File: src/rtl/hazard3_ops_pkg.sv
// Shared muldiv op encodings (M_OP_*), matching the RV32M funct3 field.
// Kept separate from the issue-stage package so other units can reuse them.
package hazard3_ops_pkg;

  localparam int unsigned W_M_OP = 3;

  localparam logic [W_M_OP-1:0] M_OP_MUL    = 3'h0;
  localparam logic [W_M_OP-1:0] M_OP_MULH   = 3'h1;
  localparam logic [W_M_OP-1:0] M_OP_MULHSU = 3'h2;
  localparam logic [W_M_OP-1:0] M_OP_MULHU  = 3'h3;
  localparam logic [W_M_OP-1:0] M_OP_DIV    = 3'h4;
  localparam logic [W_M_OP-1:0] M_OP_DIVU   = 3'h5;
  localparam logic [W_M_OP-1:0] M_OP_REM    = 3'h6;
  localparam logic [W_M_OP-1:0] M_OP_REMU   = 3'h7;

endpackage

File: src/rtl/hazard3_muldiv_pkg.sv
// Muldiv issue-stage shared definitions: FSM state encoding and the op-class
// helpers used by the result cache (hit test, high/low result select).
package hazard3_muldiv_pkg;

  import hazard3_ops_pkg::*;

  typedef enum logic [1:0] {
    StIdle,
    StIssue,
    StBusy,
    StDone
  } md_state_e;

  // A cached result can serve new_op if the muldiv would have produced the
  // wanted half for the same operands: div/rem of one signedness share a run,
  // and the low product word does not depend on operand signedness.
  function automatic logic op_hit(input logic [W_M_OP-1:0] new_op,
                                  input logic [W_M_OP-1:0] old_op);
    logic new_s, old_s, new_u, old_u, old_mul;
    new_s   = (new_op == M_OP_DIV)  || (new_op == M_OP_REM);
    old_s   = (old_op == M_OP_DIV)  || (old_op == M_OP_REM);
    new_u   = (new_op == M_OP_DIVU) || (new_op == M_OP_REMU);
    old_u   = (old_op == M_OP_DIVU) || (old_op == M_OP_REMU);
    old_mul = (old_op == M_OP_MUL)  || (old_op == M_OP_MULH) ||
              (old_op == M_OP_MULHSU) || (old_op == M_OP_MULHU);
    op_hit  = (new_op == old_op) || (new_s && old_s) || (new_u && old_u) ||
              ((new_op == M_OP_MUL) && old_mul);
  endfunction

  // 1: result comes from the high word (upper product / remainder).
  function automatic logic op_sel_hi(input logic [W_M_OP-1:0] op);
    op_sel_hi = !((op == M_OP_MUL) || (op == M_OP_DIV) || (op == M_OP_DIVU));
  endfunction

endpackage

File: src/rtl/hazard3_muldiv_issue_if.sv
// Bundle of the issue stage's buses: upstream request, flush, muldiv command
// and result, downstream response.
//   slave  : the issue stage (takes requests, drives muldiv and response)
//   master : the surrounding pipeline / muldiv / consumer
interface hazard3_muldiv_issue_if #(
  parameter int unsigned W_DATA  = 32,
  parameter int unsigned W_MULOP = 3,
  parameter int unsigned W_TAG   = 5
);
  logic               req_vld;
  logic               req_rdy;
  logic [W_MULOP-1:0] req_op;
  logic [W_DATA-1:0]  req_a;
  logic [W_DATA-1:0]  req_b;
  logic [W_TAG-1:0]   req_tag;
  logic               flush;
  logic [W_MULOP-1:0] md_op;
  logic               md_op_vld;
  logic               md_op_rdy;
  logic               md_op_kill;
  logic [W_DATA-1:0]  md_op_a;
  logic [W_DATA-1:0]  md_op_b;
  logic [W_DATA-1:0]  md_result_h;
  logic [W_DATA-1:0]  md_result_l;
  logic               md_result_vld;
  logic               rsp_vld;
  logic               rsp_rdy;
  logic [W_DATA-1:0]  rsp_data;
  logic [W_TAG-1:0]   rsp_tag;

  modport slave (
    input  req_vld, req_op, req_a, req_b, req_tag, flush, md_op_rdy,
           md_result_h, md_result_l, md_result_vld, rsp_rdy,
    output req_rdy, md_op, md_op_vld, md_op_kill, md_op_a, md_op_b,
           rsp_vld, rsp_data, rsp_tag
  );

  modport master (
    output req_vld, req_op, req_a, req_b, req_tag, flush, md_op_rdy,
           md_result_h, md_result_l, md_result_vld, rsp_rdy,
    input  req_rdy, md_op, md_op_vld, md_op_kill, md_op_a, md_op_b,
           rsp_vld, rsp_data, rsp_tag
  );
endinterface

File: src/rtl/hazard3_muldiv_rcache.sv
// One-entry result cache for the muldiv issue stage. Holds the operands, op
// and both result words of the last completed muldiv run, and answers a
// combinational lookup with a hit flag and the selected result word.
// Ports:
//   clk, rst           clock, synchronous active-high reset
//   i_clr              invalidate the entry
//   i_wr, i_wr_*       store a completed run (op, operands, result h/l)
//   i_lk_op/a/b        lookup key
//   o_hit, o_lk_data   lookup hit and the result word for i_lk_op
module hazard3_muldiv_rcache
  import hazard3_muldiv_pkg::*;
#(
  parameter int unsigned W_DATA  = 32,
  parameter int unsigned W_MULOP = 3
) (
  input  logic               clk,
  input  logic               rst,
  input  logic               i_clr,
  input  logic               i_wr,
  input  logic [W_MULOP-1:0] i_wr_op,
  input  logic [W_DATA-1:0]  i_wr_a,
  input  logic [W_DATA-1:0]  i_wr_b,
  input  logic [W_DATA-1:0]  i_wr_h,
  input  logic [W_DATA-1:0]  i_wr_l,
  input  logic [W_MULOP-1:0] i_lk_op,
  input  logic [W_DATA-1:0]  i_lk_a,
  input  logic [W_DATA-1:0]  i_lk_b,
  output logic               o_hit,
  output logic [W_DATA-1:0]  o_lk_data
);

  logic               r_vld;
  logic [W_MULOP-1:0] r_op;
  logic [W_DATA-1:0]  r_a;
  logic [W_DATA-1:0]  r_b;
  logic [W_DATA-1:0]  r_h;
  logic [W_DATA-1:0]  r_l;

  always_ff @(posedge clk) begin
    if (rst) begin
      r_vld <= 1'b0;
      r_op  <= '0;
      r_a   <= '0;
      r_b   <= '0;
      r_h   <= '0;
      r_l   <= '0;
    end else if (i_clr) begin
      r_vld <= 1'b0;
    end else if (i_wr) begin
      r_vld <= 1'b1;
      r_op  <= i_wr_op;
      r_a   <= i_wr_a;
      r_b   <= i_wr_b;
      r_h   <= i_wr_h;
      r_l   <= i_wr_l;
    end
  end

  assign o_hit = r_vld && (i_lk_a == r_a) && (i_lk_b == r_b) &&
                 op_hit(3'(i_lk_op), 3'(r_op));
  assign o_lk_data = op_sel_hi(3'(i_lk_op)) ? r_h : r_l;

endmodule

File: src/rtl/hazard3_muldiv_issue.sv
// Muldiv issue stage: accepts one request at a time, answers it from the
// one-entry result cache when possible, otherwise issues it to the sequential
// muldiv and waits for the result, then holds the response until consumed.
// Ports:
//   clk, rst  clock, synchronous active-high reset (wins over everything)
//   io_bus    request / flush / muldiv command+result / response bundle
module hazard3_muldiv_issue
  import hazard3_muldiv_pkg::*;
#(
  parameter int unsigned W_DATA  = 32,
  parameter int unsigned W_MULOP = 3,
  parameter int unsigned W_TAG   = 5
) (
  input logic                   clk,
  input logic                   rst,
  hazard3_muldiv_issue_if.slave io_bus
);

  md_state_e          r_state, w_state_nxt;
  logic [W_MULOP-1:0] r_op;
  logic [W_DATA-1:0]  r_a;
  logic [W_DATA-1:0]  r_b;
  logic [W_TAG-1:0]   r_tag;
  logic [W_DATA-1:0]  r_rsp_data;

  logic              w_req_rdy;
  logic              w_accept;
  logic              w_hit;
  logic [W_DATA-1:0] w_hit_data;
  logic              w_capture;
  logic [W_DATA-1:0] w_res_sel;

  assign w_req_rdy = (r_state == StIdle) && !io_bus.flush;
  assign w_accept  = io_bus.req_vld && w_req_rdy;
  // A result arriving together with flush is dropped, not cached.
  assign w_capture = (r_state == StBusy) && io_bus.md_result_vld && !io_bus.flush;
  assign w_res_sel = op_sel_hi(3'(r_op)) ? io_bus.md_result_h : io_bus.md_result_l;

  // Lookup is keyed on the incoming request so a hit can skip ISSUE entirely.
  hazard3_muldiv_rcache #(
    .W_DATA  (W_DATA),
    .W_MULOP (W_MULOP)
  ) u_rcache (
    .clk       (clk),
    .rst       (rst),
    .i_clr     (io_bus.flush),
    .i_wr      (w_capture),
    .i_wr_op   (r_op),
    .i_wr_a    (r_a),
    .i_wr_b    (r_b),
    .i_wr_h    (io_bus.md_result_h),
    .i_wr_l    (io_bus.md_result_l),
    .i_lk_op   (io_bus.req_op),
    .i_lk_a    (io_bus.req_a),
    .i_lk_b    (io_bus.req_b),
    .o_hit     (w_hit),
    .o_lk_data (w_hit_data)
  );

  always_comb begin
    w_state_nxt = r_state;
    unique case (r_state)
      StIdle:  if (w_accept) w_state_nxt = w_hit ? StDone : StIssue;
      StIssue: if (io_bus.md_op_vld && io_bus.md_op_rdy) w_state_nxt = StBusy;
      StBusy:  if (io_bus.md_result_vld) w_state_nxt = StDone;
      StDone:  if (io_bus.rsp_rdy) w_state_nxt = StIdle;
      default: w_state_nxt = StIdle;
    endcase
    if (io_bus.flush) w_state_nxt = StIdle;
  end

  always_ff @(posedge clk) begin
    if (rst) begin
      r_state    <= StIdle;
      r_op       <= '0;
      r_a        <= '0;
      r_b        <= '0;
      r_tag      <= '0;
      r_rsp_data <= '0;
    end else begin
      r_state <= w_state_nxt;
      if (w_accept) begin
        r_op  <= io_bus.req_op;
        r_a   <= io_bus.req_a;
        r_b   <= io_bus.req_b;
        r_tag <= io_bus.req_tag;
        if (w_hit) r_rsp_data <= w_hit_data;
      end
      if (w_capture) r_rsp_data <= w_res_sel;
    end
  end

  assign io_bus.req_rdy    = w_req_rdy;
  assign io_bus.md_op      = r_op;
  assign io_bus.md_op_a    = r_a;
  assign io_bus.md_op_b    = r_b;
  assign io_bus.md_op_vld  = (r_state == StIssue) && !io_bus.flush;
  assign io_bus.md_op_kill = io_bus.flush && ((r_state == StIssue) || (r_state == StBusy));
  assign io_bus.rsp_vld    = (r_state == StDone);
  assign io_bus.rsp_data   = r_rsp_data;
  assign io_bus.rsp_tag    = r_tag;

endmodule

File: src/flat_wrapper.sv
// flat-port wrapper written by rule: the top's interface ports become plain ports
module hazard3_muldiv_issue_flat import hazard3_muldiv_pkg::*;
#(
  parameter int unsigned W_DATA  = 32,
  parameter int unsigned W_MULOP = 3,
  parameter int unsigned W_TAG   = 5
)
  (clk, rst, io_bus_req_vld, io_bus_req_op, io_bus_req_a, io_bus_req_b, io_bus_req_tag, io_bus_flush, io_bus_md_op_rdy, io_bus_md_result_h, io_bus_md_result_l, io_bus_md_result_vld, io_bus_rsp_rdy, io_bus_req_rdy, io_bus_md_op, io_bus_md_op_vld, io_bus_md_op_kill, io_bus_md_op_a, io_bus_md_op_b, io_bus_rsp_vld, io_bus_rsp_data, io_bus_rsp_tag);
  hazard3_muldiv_issue_if #(.W_DATA(W_DATA), .W_MULOP(W_MULOP), .W_TAG(W_TAG)) io_bus_i ();
  input logic clk;
  input logic rst;
  input wire logic [$bits(io_bus_i.req_vld)-1:0] io_bus_req_vld;
  input wire logic [$bits(io_bus_i.req_op)-1:0] io_bus_req_op;
  input wire logic [$bits(io_bus_i.req_a)-1:0] io_bus_req_a;
  input wire logic [$bits(io_bus_i.req_b)-1:0] io_bus_req_b;
  input wire logic [$bits(io_bus_i.req_tag)-1:0] io_bus_req_tag;
  input wire logic [$bits(io_bus_i.flush)-1:0] io_bus_flush;
  input wire logic [$bits(io_bus_i.md_op_rdy)-1:0] io_bus_md_op_rdy;
  input wire logic [$bits(io_bus_i.md_result_h)-1:0] io_bus_md_result_h;
  input wire logic [$bits(io_bus_i.md_result_l)-1:0] io_bus_md_result_l;
  input wire logic [$bits(io_bus_i.md_result_vld)-1:0] io_bus_md_result_vld;
  input wire logic [$bits(io_bus_i.rsp_rdy)-1:0] io_bus_rsp_rdy;
  output wire logic [$bits(io_bus_i.req_rdy)-1:0] io_bus_req_rdy;
  output wire logic [$bits(io_bus_i.md_op)-1:0] io_bus_md_op;
  output wire logic [$bits(io_bus_i.md_op_vld)-1:0] io_bus_md_op_vld;
  output wire logic [$bits(io_bus_i.md_op_kill)-1:0] io_bus_md_op_kill;
  output wire logic [$bits(io_bus_i.md_op_a)-1:0] io_bus_md_op_a;
  output wire logic [$bits(io_bus_i.md_op_b)-1:0] io_bus_md_op_b;
  output wire logic [$bits(io_bus_i.rsp_vld)-1:0] io_bus_rsp_vld;
  output wire logic [$bits(io_bus_i.rsp_data)-1:0] io_bus_rsp_data;
  output wire logic [$bits(io_bus_i.rsp_tag)-1:0] io_bus_rsp_tag;
  assign io_bus_i.req_vld = io_bus_req_vld;
  assign io_bus_i.req_op = io_bus_req_op;
  assign io_bus_i.req_a = io_bus_req_a;
  assign io_bus_i.req_b = io_bus_req_b;
  assign io_bus_i.req_tag = io_bus_req_tag;
  assign io_bus_i.flush = io_bus_flush;
  assign io_bus_i.md_op_rdy = io_bus_md_op_rdy;
  assign io_bus_i.md_result_h = io_bus_md_result_h;
  assign io_bus_i.md_result_l = io_bus_md_result_l;
  assign io_bus_i.md_result_vld = io_bus_md_result_vld;
  assign io_bus_i.rsp_rdy = io_bus_rsp_rdy;
  assign io_bus_req_rdy = io_bus_i.req_rdy;
  assign io_bus_md_op = io_bus_i.md_op;
  assign io_bus_md_op_vld = io_bus_i.md_op_vld;
  assign io_bus_md_op_kill = io_bus_i.md_op_kill;
  assign io_bus_md_op_a = io_bus_i.md_op_a;
  assign io_bus_md_op_b = io_bus_i.md_op_b;
  assign io_bus_rsp_vld = io_bus_i.rsp_vld;
  assign io_bus_rsp_data = io_bus_i.rsp_data;
  assign io_bus_rsp_tag = io_bus_i.rsp_tag;
  hazard3_muldiv_issue #(.W_DATA(W_DATA), .W_MULOP(W_MULOP), .W_TAG(W_TAG)) u_core (.clk(clk), .rst(rst), .io_bus(io_bus_i));
endmodule
File: config.mk
export PLATFORM = sky130hd
export DESIGN_NAME = hazard3_muldiv_issue_flat
export DESIGN_NICKNAME = d
export VERILOG_FILES = /design/src/rtl/hazard3_ops_pkg.sv /design/src/rtl/hazard3_muldiv_pkg.sv /design/src/rtl/hazard3_muldiv_issue_if.sv /design/src/rtl/hazard3_muldiv_rcache.sv /design/src/rtl/hazard3_muldiv_issue.sv /design/src/flat_wrapper.sv
export SDC_FILE = /design/constraint.sdc
export NUM_CORES = 1
export LEC_CHECK = 0
export ABC_AREA = 1
export CORE_MARGIN = 5
export CORE_UTILIZATION = 45
export CTS_CLUSTER_SIZE = 16
export DETAILED_ROUTE_END_ITERATION = 7
export GPL_TIMING_DRIVEN = 0
export PLACE_DENSITY = 0.76
export SYNTH_ARGS = -nofsm -noshare
export SYNTH_HDL_FRONTEND = slang
export SYNTH_SLANG_ARGS = --single-unit
File: constraint.sdc
create_clock -name clk -period 1.8 [get_ports clk]
set_input_delay 0.18 -clock clk [delete_from_list [all_inputs] [get_ports clk]]
set_output_delay 0.18 -clock clk [all_outputs]
set_load 0.05 [all_outputs]
==> flow_summary.yaml, run 1 <==
placed_design:
  dp_cells: 2055
  io_buffers: 250
  dp_hpwl_um: 27700
  gp_congestion: 0.954
  dp_slack_ns: -0.652
synth:
  synth-xor-area-share_pct: 1.42
  avgSynthCellArea_sq_um: 7.00
  ys_seq_area_share_pct: 45.6
  synth_area_sq_mm: 0.0105
  yosys_warnings: 0
  synthSimpleGateAreaFrac_pct: 21.3
  synth_top_family_by_area: "compound AO/OA/AOI/OAI gates"
  synth_top_area_cell: "dfxtp_1"
  synth_fa_ha_area_share_pct: 0.599
  synthTopCellsByArea: "dfxtp_1 46%, o21ai_0 11%, nand2_1 9.5%"
  synth_mux_area_share_pct: 0
  synth_compound_area_share_pct: 22.1
  ys_seq_elements: 238
  ys_types: 38
  synthDominantCellAreaShare_pct: 45.6
  syn_nets: 1640
  syn_inst: 1492
worst_hold_path:
  hold_class: "in2reg"
detailed_routing:
  drt_iter0_drc: 903
  viasPerCell: 5.29
  drcViolationCount: 0
  vias: 11200
  wl_um: 38100
  drt-pass1-iter-count: 6
  detail-route-antenna-nets: 0
  detail_route.wl_per_cell_um: 17.9
run:
  drv_cap: 0
layout:
  final_cell_mix: "234 x nor2_1, 232 x nand2_1, 222 x o21ai_0, 222 x dfxtp_1, 160 x a21oi_1"
  layout_commonest_cell: "nor2_1"
  layout.cells.non_filler: 2124
  drive_gt1_share_pct: 12.9
  syn_to_final_growth_pct: 40.7
  nFillCells: 2044
  final_util_pct: 64.6
  nets: 1938
global_route:
  grt_usage_pct: 27.8
  antenna_found_initial: 2
  grt_pass1_wl_um: 58600
  grt_max_degree: 20
  grt_overflow: 0
  grt_pass1_vias: 10900
worst_setup_path:
  cp-end-kind: "register"
  cp_max_fo: 6
  worst_ep_required_time_ns: 2.22
  cp-start-kind: "register"
  arrival_ns: 2.37
  critPathKind: "reg2reg"
cts:
  clk_latency_ns: 0.53
  cts.sinks: 238
  cts_tree: "built"
  numCtsBuffers: 26
  clock_path_buffers: 3
  cts.clk_slew.worst_paths_ns: 0.06
  cts_root_buffer: "clkbuf_16"
  htreeDepth: 1
timing:
  tightest_slew_ns: 0.725
  timing.final.crit_share_pct: 108
  fin_tns_setup_ns: -3.46
  fmax_mhz: 514
  clock_skew_ns: 0.00964
  slew_headroom_pct: 51.6
  hold_viol_final: 0
  setup-violations-final: 32
  fin_crit_ns: 1.95
  slew_viol_final: 0
  fin_ws_ns: -0.146
  rsz0062_at_grt: "yes"
floorplanning:
  dieArea_sq_mm: 0.0264
  io-pin-count: 251
  fp.coreArea_sq_mm: 0.0228
  row_count: 55
  die_x_um: 162
  die_h_um: 162
  start_util_pct: 45.9
run_status:
  status: "finished, violations left"
  violations: "setup timing"
pwr:
  peakVddDrop_mv: 0.757
  power_density_mw_per_mm2: 891
  p_leak_nw: 6.34
## state kept, by name, indices dropped and copies added (netlist names), 2 cells and up
signal / flops
u_core.r_state: 2
u_core.io_bus.rsp_data: 32
u_core.u_rcache.r_b: 32
u_core.io_bus.md_op: 3
u_core.io_bus.rsp_tag: 5
u_core.io_bus.md_op_a: 32
u_core.u_rcache.r_h: 32
u_core.u_rcache.r_op: 3
u_core.u_rcache.r_a: 32
u_core.io_bus.md_op_b: 32
u_core.u_rcache.r_l: 32
## worst paths after layout
| path | cells after the start | start | slack (ns) | endpoint |
|---|---|---|---|---|
| setup / recovery | 15 | u_core.u_rcache.r_b[4] | -0.15 | u_core.io_bus.rsp_data[13] |
| hold / removal | 3 | io_bus_req_tag[4] | 0.20 | u_core.io_bus.rsp_tag[4] |
| setup reg to reg | 15 | u_core.u_rcache.r_b[4] | -0.15 | u_core.io_bus.rsp_data[13] |
| hold reg to reg | 2 | u_core.u_rcache.r_h[13] | 0.46 | u_core.u_rcache.r_h[13] |
## through the flow
| stage | hold WS [ns] | area [sq um] | power [mW] |
|---|---|---|---|
| 2_1_floorplan | 0.308 | 10500 | 6.88 |
| 3_3_place_gp | 0.439 | 13400 | 7.84 |
| 3_5_place_dp | 0.447 | 13400 | 7.86 |
| 4_1_cts | 0.194 | 14500 | 13.1 |
| 5_1_grt | 0.236 | 14700 | 13.5 |
| 6_report | 0.204 | 14700 | 13.1 |
## timing repair
item / in CTS / in global routing
gates cloned: 5 / 0
resized for setup: 235 / 101
buffers inserted: 17 / 1
endpoints found under the hold margin: 0 / 0
setup endpoints to repair: 309 / 207
hold buffers: 0 / 0
pin swaps: 10 / 23
## per-layer routing
layer  share of wire, %  GRT usage [%]  vias up
li1                   -              -     5422
met1                 41           35.5     5203
met2                 47           47.7      540
met3                9.1           5.59       77
met4                2.7           8.46        0
met5                  0              0        -
## synthesized netlist by cell type, drive strengths merged
library cell and n:
nand2 266, o21ai 251, nor2 250, dfxtp 238, a21oi 174, inv 134, clkbuf 60, buf 35
nand3 14, xnor2 13, or2 12, nand3b 10, o32ai 9, ha 5, o22ai 5, xor2 4
a31oi 3, nand4 3, clkinv 2, a211oi 1, a21boi 1, o211ai 1, o21a 1
## final cells by class
| class | instances | area, sq um | share of cell area, % |
|---|---|---|---|
| inverter | 136 | 518 | 3.52 |
| clock buffer | 42 | 802 | 5.45 |
| sequential | 238 | 4790 | 32.6 |
| multi-input combinational | 1024 | 4960 | 33.7 |
| timing repair buffer | 270 | 2580 | 17.6 |
| tap | 313 | 392 | 2.66 |
| clock inverter | 5 | 50.0 | 0.340 |
| antenna | 2 | 5.00 | 0.0340 |
| buffer | 94 | 611 | 4.15 |
## kinds of logic (layout without fill, tap and decap cells)
kind of cell	count (synthesis)	after routing
DFF	238	238
other	0	2
xor gates and xnor gates	17	17
and+or+nand+nor	555	556
buffers and inverters	231	547
AOI/OAI and AO/OA	446	446
adders and majority gates	5	5
## power by group
group	switching [mW]	leakage, nW	internal (mW)	total, mW
Sequential	0.138	1.94	5.47	5.61
Clock	2.16	0.422	3.17	5.33
Combinational	1.40	3.98	0.766	2.17
## critical path, stage by stage, from the launching register on
cell     delay (ns)
dfxtp_1        0.31
inv_1          0.06
nand2_1        0.06
nand2_1        0.06
nor2_2         0.11
nand3_1        0.10
nor2_2         0.16
nand2_2        0.08
nor2_4         0.15
nand4_4        0.19
buf_12         0.19
nand2_8        0.08
buf_6          0.13
nand2_2        0.05
nand2_1        0.05
nor2_1         0.05
No activity file was read; power rests on OpenSTA's default activity.
==> inputs of run 2 (changes only) <==
--- a/config.mk
+++ b/config.mk
@@ -11,6 +11,7 @@
 export CTS_CLUSTER_SIZE = 16
 export DETAILED_ROUTE_END_ITERATION = 7
 export GPL_TIMING_DRIVEN = 0
+export MAX_ROUTING_LAYER = met4
 export PLACE_DENSITY = 0.76
 export SYNTH_ARGS = -nofsm -noshare
 export SYNTH_HDL_FRONTEND = slang
==> run 2 against run 1 <==
Effect of this change:
- the flow still finishes with violations (setup timing)
- register-to-register slack improved by 0.03 ns
- sequential power about the same
- die area unchanged
- clock power increased by 5.1%
- sequential share of layout area increased by 0.20 points
- via count decreased by 0.91%
- clock skew decreased by 0.00087 ns
- cell count decreased by 0.24%
- hold slack got worse by 0.00059 ns
- final area decreased by 0.58%
- combinational power about the same
- wire length about the same
- largest cell class unchanged
- largest power group unchanged
- highest routed layer unchanged
==> flow_summary.yaml, run 2 (synthesis gave the netlist of run 1 again) <==
run_status:
  status: "finished, violations left"
  violations: "setup timing"
layout:
  layout.cells.non_filler: 2119
  syn_to_final_growth_pct: 39.9
  nFillCells: 2078
  nets: 1931
  drive_gt1_share_pct: 13.4
  final_area_sq_mm: 0.0146
  final_util_pct: 64.2
  multiInputGateArea_sq_mm: 0.00497
  area.sequential_sq_mm: 0.00479
  final_cell_mix: "230 x nor2_1, 230 x nand2_1, 225 x o21ai_0"
floorplanning:
  die_x_um: 162
  dieArea_sq_mm: 0.0264
  die_h_um: 162
  fp.coreArea_sq_mm: 0.0228
  start_util_pct: 45.9
  row_count: 55
  io-pin-count: 251
timing:
  setup-violations-final: 32
  hold_viol_final: 0
  clock_skew_ns: 0.00877
  slew_viol_final: 0
  rsz0062_at_grt: "yes"
  fin_crit_ns: 1.91
  fin_ws_ns: -0.114
  tightest_slew_ns: 0.737
  fmax_mhz: 522
  slew_headroom_pct: 50.9
  timing.final.crit_share_pct: 106
worst_setup_path:
  cp-start-kind: "register"
  worst_ep_required_time_ns: 2.22
  critPathMaxStageDelay_ns: 0.33
  cp-end-kind: "register"
  cp_max_fo: 5
  critical_path_buf_inv_count: 3
  crit_family: "simple AND/OR/NAND/NOR gates"
  arrival_ns: 2.33
  critPathKind: "reg2reg"
  crit_chain: "inv_2 > nand2_1 > nand2_1 > nor2_1 > nand3_1 > nor2_2 > nand2_2 > nor2_4 > nand4_4 > buf_4 > buf_6 > a21oi_1 > nor2_1"
  crit_path_top_delay_cell: "dfxtp_2"
cts:
  cts_tree: "built"
  htreeDepth: 1
  numCtsBuffers: 26
  cts_root_buffer: "clkbuf_16"
  cts.clk_slew.worst_paths_ns: 0.06
  cts.sinks: 238
  clock_path_buffers: 3
  clk_latency_ns: 0.53
placed_design:
  dp_cells: 2055
  dp_hpwl_um: 27400
  gp_congestion: 0.968
  io_buffers: 250
  placed_area_sq_mm: 0.0134
global_route:
  antenna_found_initial: 3
  grt_usage_pct: 28.7
  grt_max_degree: 20
  grt_pass1_vias: 10800
  grt_overflow: 0
  grt_pass1_wl_um: 58600
pwr:
  netSwitchingPower_mw: 3.79
  p_leak_nw: 6.31
  sw_frac_of_total_pct: 28.3
  p_comb_share_pct: 16.3
  power_density_mw_per_mm2: 915
  seq_power_share_pct: 41.9
  intPower_mw: 9.59
  peakVddDrop_mv: 0.698
  power_frac_clock_pct: 41.9
detailed_routing:
  detail_route.wl_per_cell_um: 18.0
  viasPerCell: 5.26
  drt_iter0_drc: 1005
  detail-route-antenna-nets: 0
  drcViolationCount: 0
  vias: 11100
  drt-pass1-iter-count: 5
  wl_um: 38100
run:
  drv_cap: 0
worst_hold_path:
  hold_class: "in2reg"
[run 2: cell types whose count changed in the layout (fill, tap and decap cells not counted), moves of 4 or more]
cell,before,now
dfxtp_2,14,18
clkbuf_1,33,27
nor2_1,234,230
o21ai_1,27,22
clkbuf_2,22,28
a21oi_1,160,170
clkbuf_4,6,11
a21oi_2,13,2
buf_4,26,19
buf_2,12,8
clkinv_2,4,11
[run 2: final timing paths]
check	cells past startpoint	end	slack, ns	startpoint
min reg2reg	2	u_core.u_rcache.r_h[6]	0.45	u_core.u_rcache.r_h[6]
max	13	u_core.io_bus.rsp_data[30]	-0.11	u_core.u_rcache.r_a[1]
max reg2reg	13	u_core.io_bus.rsp_data[30]	-0.11	u_core.u_rcache.r_a[1]
min	3	u_core.io_bus.rsp_tag[2]	0.20	io_bus_req_tag[2]
[run 2: power groups by stage]
stage               logic [mW]  clock network [mW]  registers [mW]
global placement          2.13                   0            5.71
finish                    2.17                5.60            5.60
detailed placement        2.15                   0            5.71
CTS                       2.11                5.64            5.60
floorplan                0.763                   0            6.12
global route              2.33                5.89            5.62
[run 2: layout make-up]
class | instances | share of cell area (%)
antenna | 3 | 0.0513
buffer | 94 | 3.92
clock buffer | 33 | 5.12
clock inverter | 15 | 1.04
inverter | 136 | 3.54
multi-input combinational | 1025 | 34.0
sequential | 238 | 32.8
tap | 313 | 2.68
timing repair buffer | 262 | 16.9
[run 2: metrics by stage]
stage	setup slack (ns)	hold slack, ns	total power [mW]	TNS [ns]
detailed placement	-0.636	0.447	7.86	-89.86
finish	-0.114	0.204	13.4	-2.41
CTS	-0.0322	0.197	13.3	-0.283
floorplan	0.00191	0.308	6.88	0
global placement	-0.605	0.439	7.84	-85.94
global route	-0.215	0.205	13.8	-6.02
[run 2: layer usage]
metal | routed length [um] | track usage [%] | up-vias
met5 | 0 | - | -
met4 | 1370 | 9.27 | 0
met3 | 3390 | 5.11 | 90
met2 | 17600 | 46.5 | 522
met1 | 15700 | 36.5 | 5129
li1 | - | - | 5399
[run 2: worst reg2reg max path: stages, from the launching register on]
cell	delay [ns]
dfxtp_2	0.33
inv_2	0.04
nand2_1	0.05
nand2_1	0.06
nor2_1	0.09
nand3_1	0.10
nor2_2	0.16
nand2_2	0.08
nor2_4	0.15
nand4_4	0.20
buf_4	0.20
buf_6	0.12
a21oi_1	0.15
nor2_1	0.06
[run 2: repair_timing]
action / CTS / global route
setup endpoints to repair: 300 / 163
gates resized for setup: 214 / 106
pin swaps: 19 / 25
setup buffers: 5 / 4
cloned: 5 / 0
hold buffers: 0 / 0
==> inputs of run 3 (changes only) <==
--- a/config.mk
+++ b/config.mk
@@ -6,13 +6,15 @@
 export NUM_CORES = 1
 export LEC_CHECK = 0
 export ABC_AREA = 1
+export CAP_MARGIN = 5
 export CORE_MARGIN = 5
-export CORE_UTILIZATION = 45
+export CORE_UTILIZATION = 50
 export CTS_CLUSTER_SIZE = 16
 export DETAILED_ROUTE_END_ITERATION = 7
+export DONT_BUFFER_PORTS = 1
 export GPL_TIMING_DRIVEN = 0
 export MAX_ROUTING_LAYER = met4
-export PLACE_DENSITY = 0.76
+export PLACE_DENSITY = 0.68
 export SYNTH_ARGS = -nofsm -noshare
 export SYNTH_HDL_FRONTEND = slang
 export SYNTH_SLANG_ARGS = --single-unit
==> run 3 against run 2 <==
Effect of this change:
- the run still ends with setup timing left
- register-to-register slack worse by 0.06 ns
- wire length up 2.6%
- clock skew up 0.0092 ns
- clock power down 3.8%
- power down 3.4%
- count of clock-buffer cells in the layout up 8
- final area down 6.7%
- fmax down 3.2%
- die area down 9.4%
- sequential power up 8.6%
- highest routed layer unchanged
==> flow_summary.yaml, run 3 (synthesis gave the netlist of run 1 again) <==
run_status:
  status: "finished, violations left"
  violations: "setup timing"
worst_setup_path:
  cp-start-kind: "register"
  cp_max_fo: 6
  critPathKind: "reg2reg"
  crit_chain: "inv_2 > ha_4 > inv_2 > nor2_4 > nand2_4 > inv_8 > nand4_4 > buf_12 > nand2_8 > buf_6 > buf_8 > nor2_4 > nor2_2"
  crit_path_top_delay_cell: "dfxtp_2"
  arrival_ns: 2.44
  critPathMaxStageDelay_ns: 0.33
  worst_ep_required_time_ns: 2.26
  cp-end-kind: "register"
detailed_routing:
  detail-route-antenna-nets: 0
  drt_iter0_drc: 906
  wl_um: 39100
  detail_route.wl_per_cell_um: 19.9
  wl_met2_um: 18500
  vias: 11000
  viasPerCell: 5.57
  drt-pass1-iter-count: 6
  drcViolationCount: 0
  met3WireLength_um: 4200
  topRoutingLayerUsed: "met4"
  met1_length_um: 15200
layout:
  area.sequential_sq_mm: 0.00478
  multiInputGateArea_sq_mm: 0.00496
  diodes: 0
  final_util_pct: 66.8
  final_area_sq_mm: 0.0136
  layout_commonest_cell: "nand2_1"
  final_cell_mix: "244 x nand2_1, 235 x nor2_1, 231 x dfxtp_1"
  drive_gt1_share_pct: 12.2
  syn_to_final_growth_pct: 30.6
  layout.cells.non_filler: 1965
  nets: 1825
  nFillCells: 1729
cts:
  htreeDepth: 1
  clk_latency_ns: 0.54
  clock_path_buffers: 3
  cts.sinks: 238
  cts_tree: "built"
  numCtsBuffers: 26
  cts_root_buffer: "clkbuf_16"
  cts.clk_slew.worst_paths_ns: 0.06
timing:
  setup-violations-final: 53
  timing.final.crit_share_pct: 110
  fin_tns_setup_ns: -4.90
  fin_ws_ns: -0.177
  fmax_mhz: 506
  fin_crit_ns: 1.98
  clock_skew_ns: 0.0180
  rsz0062_at_grt: "yes"
  hold_slack_ns: 0.0247
  slew_headroom_pct: 49.3
  hold_viol_final: 0
  tightest_slew_ns: 0.761
  slew_viol_final: 0
pwr:
  power_density_mw_per_mm2: 948
  p_leak_nw: 5.52
  peakVddDrop_mv: 0.873
  p_total_mw: 12.9
placed_design:
  dp_hpwl_um: 25800
  dp_cells: 1762
  placed_area_sq_mm: 0.0108
  dp_slack_ns: -0.531
  gp_congestion: 0.946
  io_buffers: 0
floorplanning:
  start_util_pct: 51.2
  row_count: 52
  die_x_um: 155
  io-pin-count: 251
  die_h_um: 155
  dieArea_sq_mm: 0.0239
  fp.coreArea_sq_mm: 0.0204
global_route:
  grt_max_degree: 13
  grt_pass1_vias: 10500
  grt_overflow: 0
  grt_pass1_wl_um: 59100
  antenna_found_initial: 0
  grt_usage_pct: 31.8
worst_hold_path:
  hold_class: "in2reg"
run:
  drv_cap: 0
-- run 3: changes by cell type in the layout (fill, tap and decap cells not counted), sizes merged, moves of 2 or more --
cell           before  now
buf                45   61
bufinv              3    1
clkbuf             98   93
clkdlybuf4s50     142    0
clkinv             13    5
diode               3    0
dlygate4sd2       103    0
dlygate4sd3         0  138
-- run 3: layout make-up --
| type | instances | share of cell area (%) |
|---|---|---|
| multi-input cells | 1024 | 36.3 |
| well taps | 270 | 2.48 |
| clock buffers | 41 | 5.92 |
| plain buffers | 92 | 4.48 |
| clock inverters | 5 | 0.367 |
| inverters | 136 | 3.83 |
| repair buffers | 159 | 11.6 |
| flip-flops and latches | 238 | 35.0 |
-- run 3: worst paths after layout --
kind                                 from  slack (ns)  depth (start not counted)                          to
setup / recovery        u_core.r_state[1]       -0.18                         13  u_core.io_bus.rsp_data[26]
hold / removal     io_bus_md_result_l[16]        0.02                          6  u_core.io_bus.rsp_data[16]
setup reg to reg        u_core.r_state[1]       -0.18                         13  u_core.io_bus.rsp_data[26]
hold reg to reg   u_core.u_rcache.r_l[21]        0.45                          2     u_core.u_rcache.r_l[21]
-- run 3: report_power, final --
part	switching [mW]	internal (mW)
logic	0.862	0.605
clock network	2.19	3.20
registers	0.610	5.47
-- run 3: per-layer routing --
| metal | up-vias | global-route usage, % |
|---|---|---|
| li1 | 5186 | - |
| met1 | 5083 | 39.4 |
| met2 | 588 | 51.6 |
| met3 | 96 | 7.91 |
| met4 | 0 | 9.59 |
| met5 | - | - |
-- run 3: critical path, delay by kind of cell, from the launching register on --
kind,cells,cell delay (ns)
adders and majority gates,1,0.14
buffers and inverters,6,0.62
DFF,1,0.33
and+or+nand+nor,6,0.79
-- run 3: repair_timing --
action,in CTS,in global routing
endpoints found under the hold margin,140,0
cloned,4,2
setup endpoints to repair,230,182
pin swaps,19,25
hold buffers,138,0
gates resized for setup,76,129
buffers inserted,11,6
